==> config.mk <==
export PLATFORM = sky130hd
export DESIGN_NAME = kernel_run_ctrl
export DESIGN_NICKNAME = d
export VERILOG_FILES = /design/src/rtl/kernel_run_ctrl.sv
export SDC_FILE = /design/constraint.sdc
export NUM_CORES = 1
export LEC_CHECK = 0
export CORE_UTILIZATION = 48
export CTS_BUF_LIST = sky130_fd_sc_hd__clkbuf_4 sky130_fd_sc_hd__clkbuf_8 sky130_fd_sc_hd__clkbuf_16
export CTS_CLUSTER_SIZE = 24
export DETAILED_ROUTE_END_ITERATION = 8
export PLACE_DENSITY_LB_ADDON = 0.08
export SLEW_MARGIN = 20
export SYNTH_ARGS = -nofsm -noshare
export SYNTH_HDL_FRONTEND = slang
export SYNTH_SLANG_ARGS = --single-unit
==> constraint.sdc <==
create_clock -name ap_clk -period 2.8 [get_ports ap_clk]
set_input_delay 0.28 -clock ap_clk [delete_from_list [all_inputs] [get_ports ap_clk]]
set_output_delay 0.28 -clock ap_clk [all_outputs]
set_load 0.1 [all_outputs]
==> src/rtl/kernel_run_ctrl.sv <==
// Session controller: launches an HLS kernel RUN_NUM times with idle gaps, cycling datasets.
// Define RUN_CYCLE_CNT_EN to enable the per-run latency counter on cycle_cnt.

module kernel_run_ctrl #(
    parameter int  RUN_NUM        = 16,
    parameter int  GAP_CYCLES     = 4,
    parameter int  DATASET_NUM    = 8,
    parameter int  RAM_UPDATE_INV = 1,
    parameter int  CNT_WIDTH      = 32,
    localparam int IDX_W          = $clog2(DATASET_NUM)
) (
    input  logic                 ap_clk,
    input  logic                 ap_rst,
    input  logic                 req_start,
    input  logic                 abort,
    output logic                 kernel_ap_start,
    input  logic                 kernel_ap_ready,
    input  logic                 kernel_ap_done,
    output logic                 busy,
    output logic                 session_done,
    output logic [IDX_W-1:0]     dataset_idx,
    output logic                 ram_update,
    output logic [15:0]          run_cnt,
    output logic [CNT_WIDTH-1:0] cycle_cnt
);

    localparam int GAP_W = $clog2(GAP_CYCLES + 2);
    localparam int RAM_W = $clog2(RAM_UPDATE_INV + 1);
    localparam logic [GAP_W-1:0] GAP_LOAD = GAP_W'(GAP_CYCLES);
    localparam logic [RAM_W-1:0] RAM_LAST = RAM_W'(RAM_UPDATE_INV - 1);
    localparam logic [16:0]      RUN_LAST = 17'(RUN_NUM);

    typedef enum logic [2:0] {
        S_IDLE,
        S_START,
        S_RUN,
        S_GAP,
        S_FINISH
    } state_t;

    state_t             state;
    state_t             next_state;
    logic [2:0]         sync_q;
    logic [1:0]         sync_fill;
    logic               armed;
    logic               trigger;
    logic               abort_flag;
    logic               abort_seen;
    logic               completion;
    logic               last_run;
    logic [GAP_W-1:0]   gap_cnt;
    logic [RAM_W-1:0]   ram_div;

    // armed only after the synchronized request has been seen low, so a level
    // held high across reset release cannot masquerade as a rising edge
    always_ff @(posedge ap_clk) begin
        if (ap_rst) begin
            sync_q    <= '0;
            sync_fill <= '0;
            armed     <= 1'b0;
        end else begin
            sync_q    <= {sync_q[1:0], req_start};
            sync_fill <= {sync_fill[0], 1'b1};
            if (sync_fill[1] && !sync_q[1]) begin
                armed <= 1'b1;
            end
        end
    end

    assign trigger    = armed & sync_q[1] & ~sync_q[2];
    assign abort_seen = abort_flag | abort;
    assign last_run   = ({1'b0, run_cnt} + 17'd1) == RUN_LAST;

    always_comb begin
        next_state = state;
        completion = 1'b0;
        case (state)
            S_IDLE: begin
                if (trigger) begin
                    next_state = S_START;
                end
            end
            S_START: begin
                if (kernel_ap_ready) begin
                    if (kernel_ap_done) begin
                        completion = 1'b1;
                    end else begin
                        next_state = S_RUN;
                    end
                end
            end
            S_RUN: begin
                if (kernel_ap_done) begin
                    completion = 1'b1;
                end
            end
            S_GAP: begin
                if (abort_seen) begin
                    next_state = S_FINISH;
                end else if (gap_cnt <= GAP_W'(1)) begin
                    next_state = S_START;
                end
            end
            S_FINISH: begin
                next_state = S_IDLE;
            end
            default: begin
                next_state = S_IDLE;
            end
        endcase
        if (completion) begin
            if (last_run || abort_seen) begin
                next_state = S_FINISH;
            end else if (GAP_CYCLES == 0) begin
                next_state = S_START;
            end else begin
                next_state = S_GAP;
            end
        end
    end

    always_ff @(posedge ap_clk) begin
        if (ap_rst) begin
            state      <= S_IDLE;
            abort_flag <= 1'b0;
        end else begin
            state <= next_state;
            if (state == S_IDLE) begin
                abort_flag <= 1'b0;
            end else if (abort) begin
                abort_flag <= 1'b1;
            end
        end
    end

    // run_cnt and dataset_idx hold after a session so software can read them
    always_ff @(posedge ap_clk) begin
        if (ap_rst) begin
            run_cnt     <= '0;
            dataset_idx <= '0;
            ram_div     <= '0;
            ram_update  <= 1'b0;
        end else begin
            ram_update <= 1'b0;
            if (state == S_IDLE && trigger) begin
                run_cnt     <= '0;
                dataset_idx <= '0;
                ram_div     <= '0;
            end
            if (completion) begin
                run_cnt     <= run_cnt + 16'd1;
                dataset_idx <= dataset_idx + IDX_W'(1);
                if (ram_div == RAM_LAST) begin
                    ram_div    <= '0;
                    ram_update <= 1'b1;
                end else begin
                    ram_div <= ram_div + RAM_W'(1);
                end
            end
        end
    end

    always_ff @(posedge ap_clk) begin
        if (ap_rst) begin
            gap_cnt <= '0;
        end else if (next_state == S_GAP && state != S_GAP) begin
            gap_cnt <= GAP_LOAD;
        end else if (state == S_GAP) begin
            gap_cnt <= gap_cnt - GAP_W'(1);
        end
    end

    assign kernel_ap_start = (state == S_START);
    assign busy            = (state != S_IDLE);
    assign session_done    = (state == S_FINISH);

`ifdef RUN_CYCLE_CNT_EN
    logic [CNT_WIDTH-1:0] run_cyc;
    logic [CNT_WIDTH-1:0] run_cyc_inc;
    logic [CNT_WIDTH-1:0] cycle_cnt_q;
    logic                 start_entry;

    assign run_cyc_inc = (&run_cyc) ? run_cyc : run_cyc + CNT_WIDTH'(1);
    assign start_entry = (next_state == S_START) && ((state != S_START) || completion);

    // the captured value includes the START cycles and the done cycle itself
    always_ff @(posedge ap_clk) begin
        if (ap_rst) begin
            run_cyc     <= '0;
            cycle_cnt_q <= '0;
        end else begin
            if (start_entry) begin
                run_cyc <= '0;
            end else if (state == S_START || state == S_RUN) begin
                run_cyc <= run_cyc_inc;
            end
            if (completion) begin
                cycle_cnt_q <= run_cyc_inc;
            end
        end
    end

    assign cycle_cnt = cycle_cnt_q;
`else
    assign cycle_cnt = '0;
`endif

endmodule

======== After elaboration in Yosys (flattened, before gate mapping) ========
Cells that the tools add are included.
storage, ports and cells
  bits in registers ....................... 34
  input port bits ......................... 6
  output and inout bits ................... 55
  word-level logic and storage cells ...... 64
cells by class
  $add $sub $neg .......................... 5
  order comparisons ....................... 1
  equality and inequality tests ........... 7
  muxes and demuxes ....................... 22
  bitwise logic cells ..................... 5
  reductions and logical operators ........ 12
operators with widths
  cell                                                                      count
  3-bit 2-to-1 mux                                                          11
  16-bit 2-to-1 mux                                                         2
  16-bit by 1-bit adder with 17-bit output (second input constant)          1
  17-bit by 5-bit equality test with 1-bit output (second input constant)   1
  16-bit by 1-bit adder with 16-bit output (second input constant)          1
  3-bit one-hot mux with 4 select lines                                     1
  3-bit by 2-bit equality test with 1-bit output (second input constant)    3
  1-bit 2-to-1 mux                                                          7
  2-bit OR reduction                                                        3
  2-bit nonzero test                                                        2
  3-bit by 1-bit adder with 3-bit output (second input constant)            1
  3-bit by 1-bit equality test with 1-bit output (second input constant)    1
  3-bit equality test (second input constant)                               1
  3-bit by 1-bit <= comparator with 1-bit output (second input constant)    1
  1-bit logical AND                                                         3
  3-bit logical NOT                                                         1
  3-bit by 2-bit inequality test with 1-bit output (second input constant)  1
  3-bit nonzero test                                                        1
  3-bit by 1-bit subtractor with 3-bit output (second input constant)       1
  1-bit AND                                                                 2
  1-bit inverter                                                            2
  1-bit one-hot mux with 2 select lines                                     1
  1-bit adder (second input constant)                                       1
  1-bit logical NOT                                                         1
  other kinds (2)                                                           2

======== Logic depth before layout (Yosys ltp) ========
  word-level depth ........................ 8
  gate-level depth with buffers ........... 7

======== Worst setup path before layout ========
No wires, ideal clock.
  path kind ............................... register -> register
  start ................................... register state[0]
  end ..................................... register state[0]
  library setup time ...................... 74 ps
  data arrival time ....................... 3,620 ps
  required time ........................... 2,726 ps
  slack ................................... -894 ps
  cell stages (with the launch flop) ...... 6
  buffers on the path ..................... 0
  clock period less this slack ............ 3,694 ps
  cells stage by stage .................... dfxtp_1 nor3b_1 a22oi_1 a2111oi_0 nor2_1 a31oi_1
on the way
  elaborated cells on any way between the ends .. 12
RTL lines
  item                                                                                                   RTL line  RTL
  start, declared                                                                                        41        state_t state;
  start signal, assigned                                                                                 127       state <= next_state;
  3-bit by 1-bit equality test with 1-bit output *                                                       --
  via kernel_ap_start                                                                                    16        output logic kernel_ap_start,
  3-bit one-hot mux with 4 select lines / 1-bit one-hot mux with 2 select lines (equally long branches)  77        case (state)
  3-bit 2-to-1 mux *                                                                                     111       if (completion) begin
Mark *: on every way through the listed nets, which the timed path passes. The rest lies on a longest branch.
A chain may end at the register's enable or synchronous reset.

======== Worst setup path in the final report ========
  start ................................... register run_cnt[0]
  end ..................................... register state[0]
on the way
  word-level cells in the longest chain between the ends .. 5
RTL lines
  item                                             RTL line  RTL
  start, declared                                  23        output logic [15:0] run_cnt,
  start signal, assigned                           151       run_cnt <= run_cnt + 16'd1;
  16-bit by 1-bit adder with 17-bit output         72        assign last_run = ({1'b0, run_cnt} + 17'd1) == RUN_LAST;
  17-bit by 5-bit equality test with 1-bit output  72
  1-bit logical OR                                 112       if (last_run || abort_seen) begin
  3-bit 2-to-1 mux                                 112
  3-bit 2-to-1 mux                                 111
No other way between the ends.

==> flow_summary.yaml <==
pwr:
  ir_drop_uv: 356
  power_density_nw_per_um2: 479
  leakage_nw: 0.950
timing:
  fmaxAchievable_ghz: 0.443
  min_period_over_period: 0.807
  finalCriticalPeriod_ns: 2.26
  max_slew.worst_pin.slew_ns: 0.906
  rsz0062_at_grt: "no"
  relSlewSlack: 0.392
  whs_ns: 0.449
  setup_violations: 0
  drv_slew: 0
  hold_viol: 0
  fin_tns_setup_ns: 0
  fin_worst_skew_ns: 0.00522
detailed_routing:
  avgViaCountPerCell: 5.50
  remaining_drc_errors: 0
  vias: 1875
  totalWireLength_um: 4520
  wire_per_inst_um: 13.3
  firstDrtPassIters: 4
  drtIter0Drc: 92
  ant_nets: 0
final_layout:
  areaGrowthSynthToFinish_pct: 11.1
  diodes: 0
  postLayoutCoreUtil: 0.569
  num-fill-cells: 415
  final_area_um2: 2330
  final_layout_size_suffix_gt1_frac: 0.158
  instances_no_fill: 341
  nets: 300
clock_tree:
  insertion_delay_ns: 0.29
  cts_setup_buffers: 0
  numCtsBuffers: 5
  clock-sinks: 33
  clkTransAtPathRegs_ns: 0.07
  cts_buffer_depth: 2
  root_buffer: "clkbuf_8"
  post_cts_resized: 0
  h-tree-depth: 2
  ctsHoldBuffers: 0
  cts_tree: "yes"
worst_setup_path:
  crit_start: "run_cnt[0]"
  cp_slowest_stage_delay_ns: 0.50
  r2r_start: "run_cnt[0]"
  critPathLaunchType: "flip-flop"
  endpoint_kind: "flip-flop"
  cp.required_ns: 2.95
  cp_slowest_cell: "nor4_2"
  path_max_fanout: 9
  cp_top_family: "simple AND/OR/NAND/NOR gates"
  path_cells: "ha_1 -> and3_1 -> o2111ai_1 -> a221o_1 -> nor4_2 -> a31oi_1"
  arrival_ns: 2.41
  crit_type: "reg -> reg"
  path_buf_inv: 0
yosys:
  ys_types: 51
  synth_seq_cells: 33
  synth_area_um2: 2090
  syn-mean-instance-area_um2: 7.76
  syn_inst: 270
  yosysWarnings: 0
  ys_async_sr_fraction: 0
  yosysSeqAreaShare: 0.315
  synth-edff-count: 0
  ys.flop_type: "dfxtp_1"
global_routing:
  grt_remaining_overflow: 0
  antenna_found_initial: 0
  track_usage: 0.217
  grt_pass1_wl_um: 7430
  grt_pass1_vias: 1592
  grt_max_degree: 32
place:
  dp_cells: 333
  gp_congestion: 0.840
  port_buffers: 28
  dp_hpwl_um: 3190
  placement.cell_area_um2: 2220
floorplan:
  die_y_um: 68.1
  coreArea_um2: 4090
  start_util: 0.513
  rows: 23
  io_pins: 61
  die_area_um2: 4630
  dieWidth_um: 68.1
flow_run:
  drv_cap: 0
worst_hold_path:
  min_from: "sync_fill[0]"
  min-delay-path-class: "reg -> reg"
outcome:
  status: "complete, no violations"
==> state kept, by name, summed over array words and instances, names as in the netlist <==
register     flops
abort_flag       1
armed            1
dataset_idx      3
gap_cnt          3
ram_update       1
run_cnt         16
state            3
sync_fill        2
sync_q           3
==> final cells by class <==
cell class                      count  area, µm²  area share
Multi-Input combinational cell    210       1210       0.521
Sequential cell                    33        663       0.285
Timing Repair Buffer               33        260       0.112
Clock buffer                        7       96.3      0.0414
Tap cell                           50       62.6      0.0269
Inverter                            7       26.3      0.0113
Clock inverter                      1       5.00     0.00215
==> cell usage after synthesis, types with 2 or more instances <==
master | n | area, µm²
nand4b_1 | 3 | 26.3
or4_1 | 3 | 22.5
buf_4 | 32 | 240
and3_1 | 5 | 31.3
dfxtp_1 | 33 | 661
inv_1 | 7 | 26.3
a311oi_1 | 3 | 26.3
ha_1 | 4 | 50.1
buf_1 | 2 | 7.51
xnor2_1 | 3 | 26.3
a211oi_1 | 5 | 37.5
buf_2 | 2 | 10.0
o21ai_0 | 11 | 55.1
a41o_1 | 2 | 20.0
nor2_1 | 27 | 101
nor2b_1 | 6 | 37.5
nor3b_1 | 2 | 15.0
or3_1 | 2 | 12.5
nor3_1 | 7 | 35.0
o211ai_1 | 3 | 22.5
nand3_1 | 10 | 50.1
clkbuf_1 | 14 | 52.6
a21oi_1 | 25 | 125
xor2_1 | 2 | 17.5
and3b_1 | 2 | 17.5
nand4_1 | 6 | 37.5
nand3b_1 | 2 | 15.0
and4_1 | 3 | 26.3
a31oi_1 | 10 | 62.6
o21ai_1 | 2 | 10.0
nand2_1 | 12 | 45.0
==> cell usage in the layout, fill, tap and decap left out, types with 6 or more instances in the layout <==
cell type and count:
a21oi_1 25, a31oi_1 10, buf_4 28, clkbuf_8 7
conb_1 32, dfxtp_1 31, inv_1 7, nand2_1 12
nand3_1 10, nand4_1 6, nor2_1 27, nor2b_1 6
nor3_1 7, o21ai_0 10
==> per-stage QoR <==
stage                     total power, mW  setup WS [ns]
after global routing                 1.15          0.331
after detailed placement            0.721          0.453
final                                1.11          0.541
after CTS                            1.12          0.529
after global placement              0.721          0.478
after floorplan                     0.737         0.0816
==> metal layers <==
metal  share of wire  track usage  vias to the layer above
li1                -            -                      948
met1            0.47        0.292                      849
met2            0.45        0.332                       70
met3           0.064       0.0483                        8
met4           0.014       0.0859                        0
met5               0            0                        -
==> report_power, final <==
| group | leakage, nW | internal, mW | total (mW) | switching [mW] |
|---|---|---|---|---|
| logic | 0.628 | 0.0171 | 0.233 | 0.216 |
| clock network | 0.0542 | 0.222 | 0.402 | 0.180 |
| registers | 0.268 | 0.475 | 0.478 | 0.00293 |
| total | 0.950 | 0.714 | 1.11 | 0.399 |
==> path summary, 6_finish.rpt <==
path                  endpoint  slack [ns]  depth (start not counted)
hold reg to reg   sync_fill[1]        0.45                          1
setup / recovery      state[0]        0.54                          6
hold / removal    sync_fill[1]        0.45                          1
setup reg to reg      state[0]        0.54                          6
==> cell families (layout without fill, tap and decap cells) <==
group / count (synthesis) / in the layout / synth area share
AOI/OAI and AO/OA: 73 / 73 / 0.221
xor gates and xnor gates: 5 / 5 / 0.0209
adders and majority gates: 4 / 4 / 0.0239
buffers and inverters: 58 / 48 / 0.166
DFF: 33 / 33 / 0.315
other: 1 / 32 / 0.00179
and+or+nand+nor: 96 / 96 / 0.251
No activity file was read; power rests on OpenSTA's default activity.
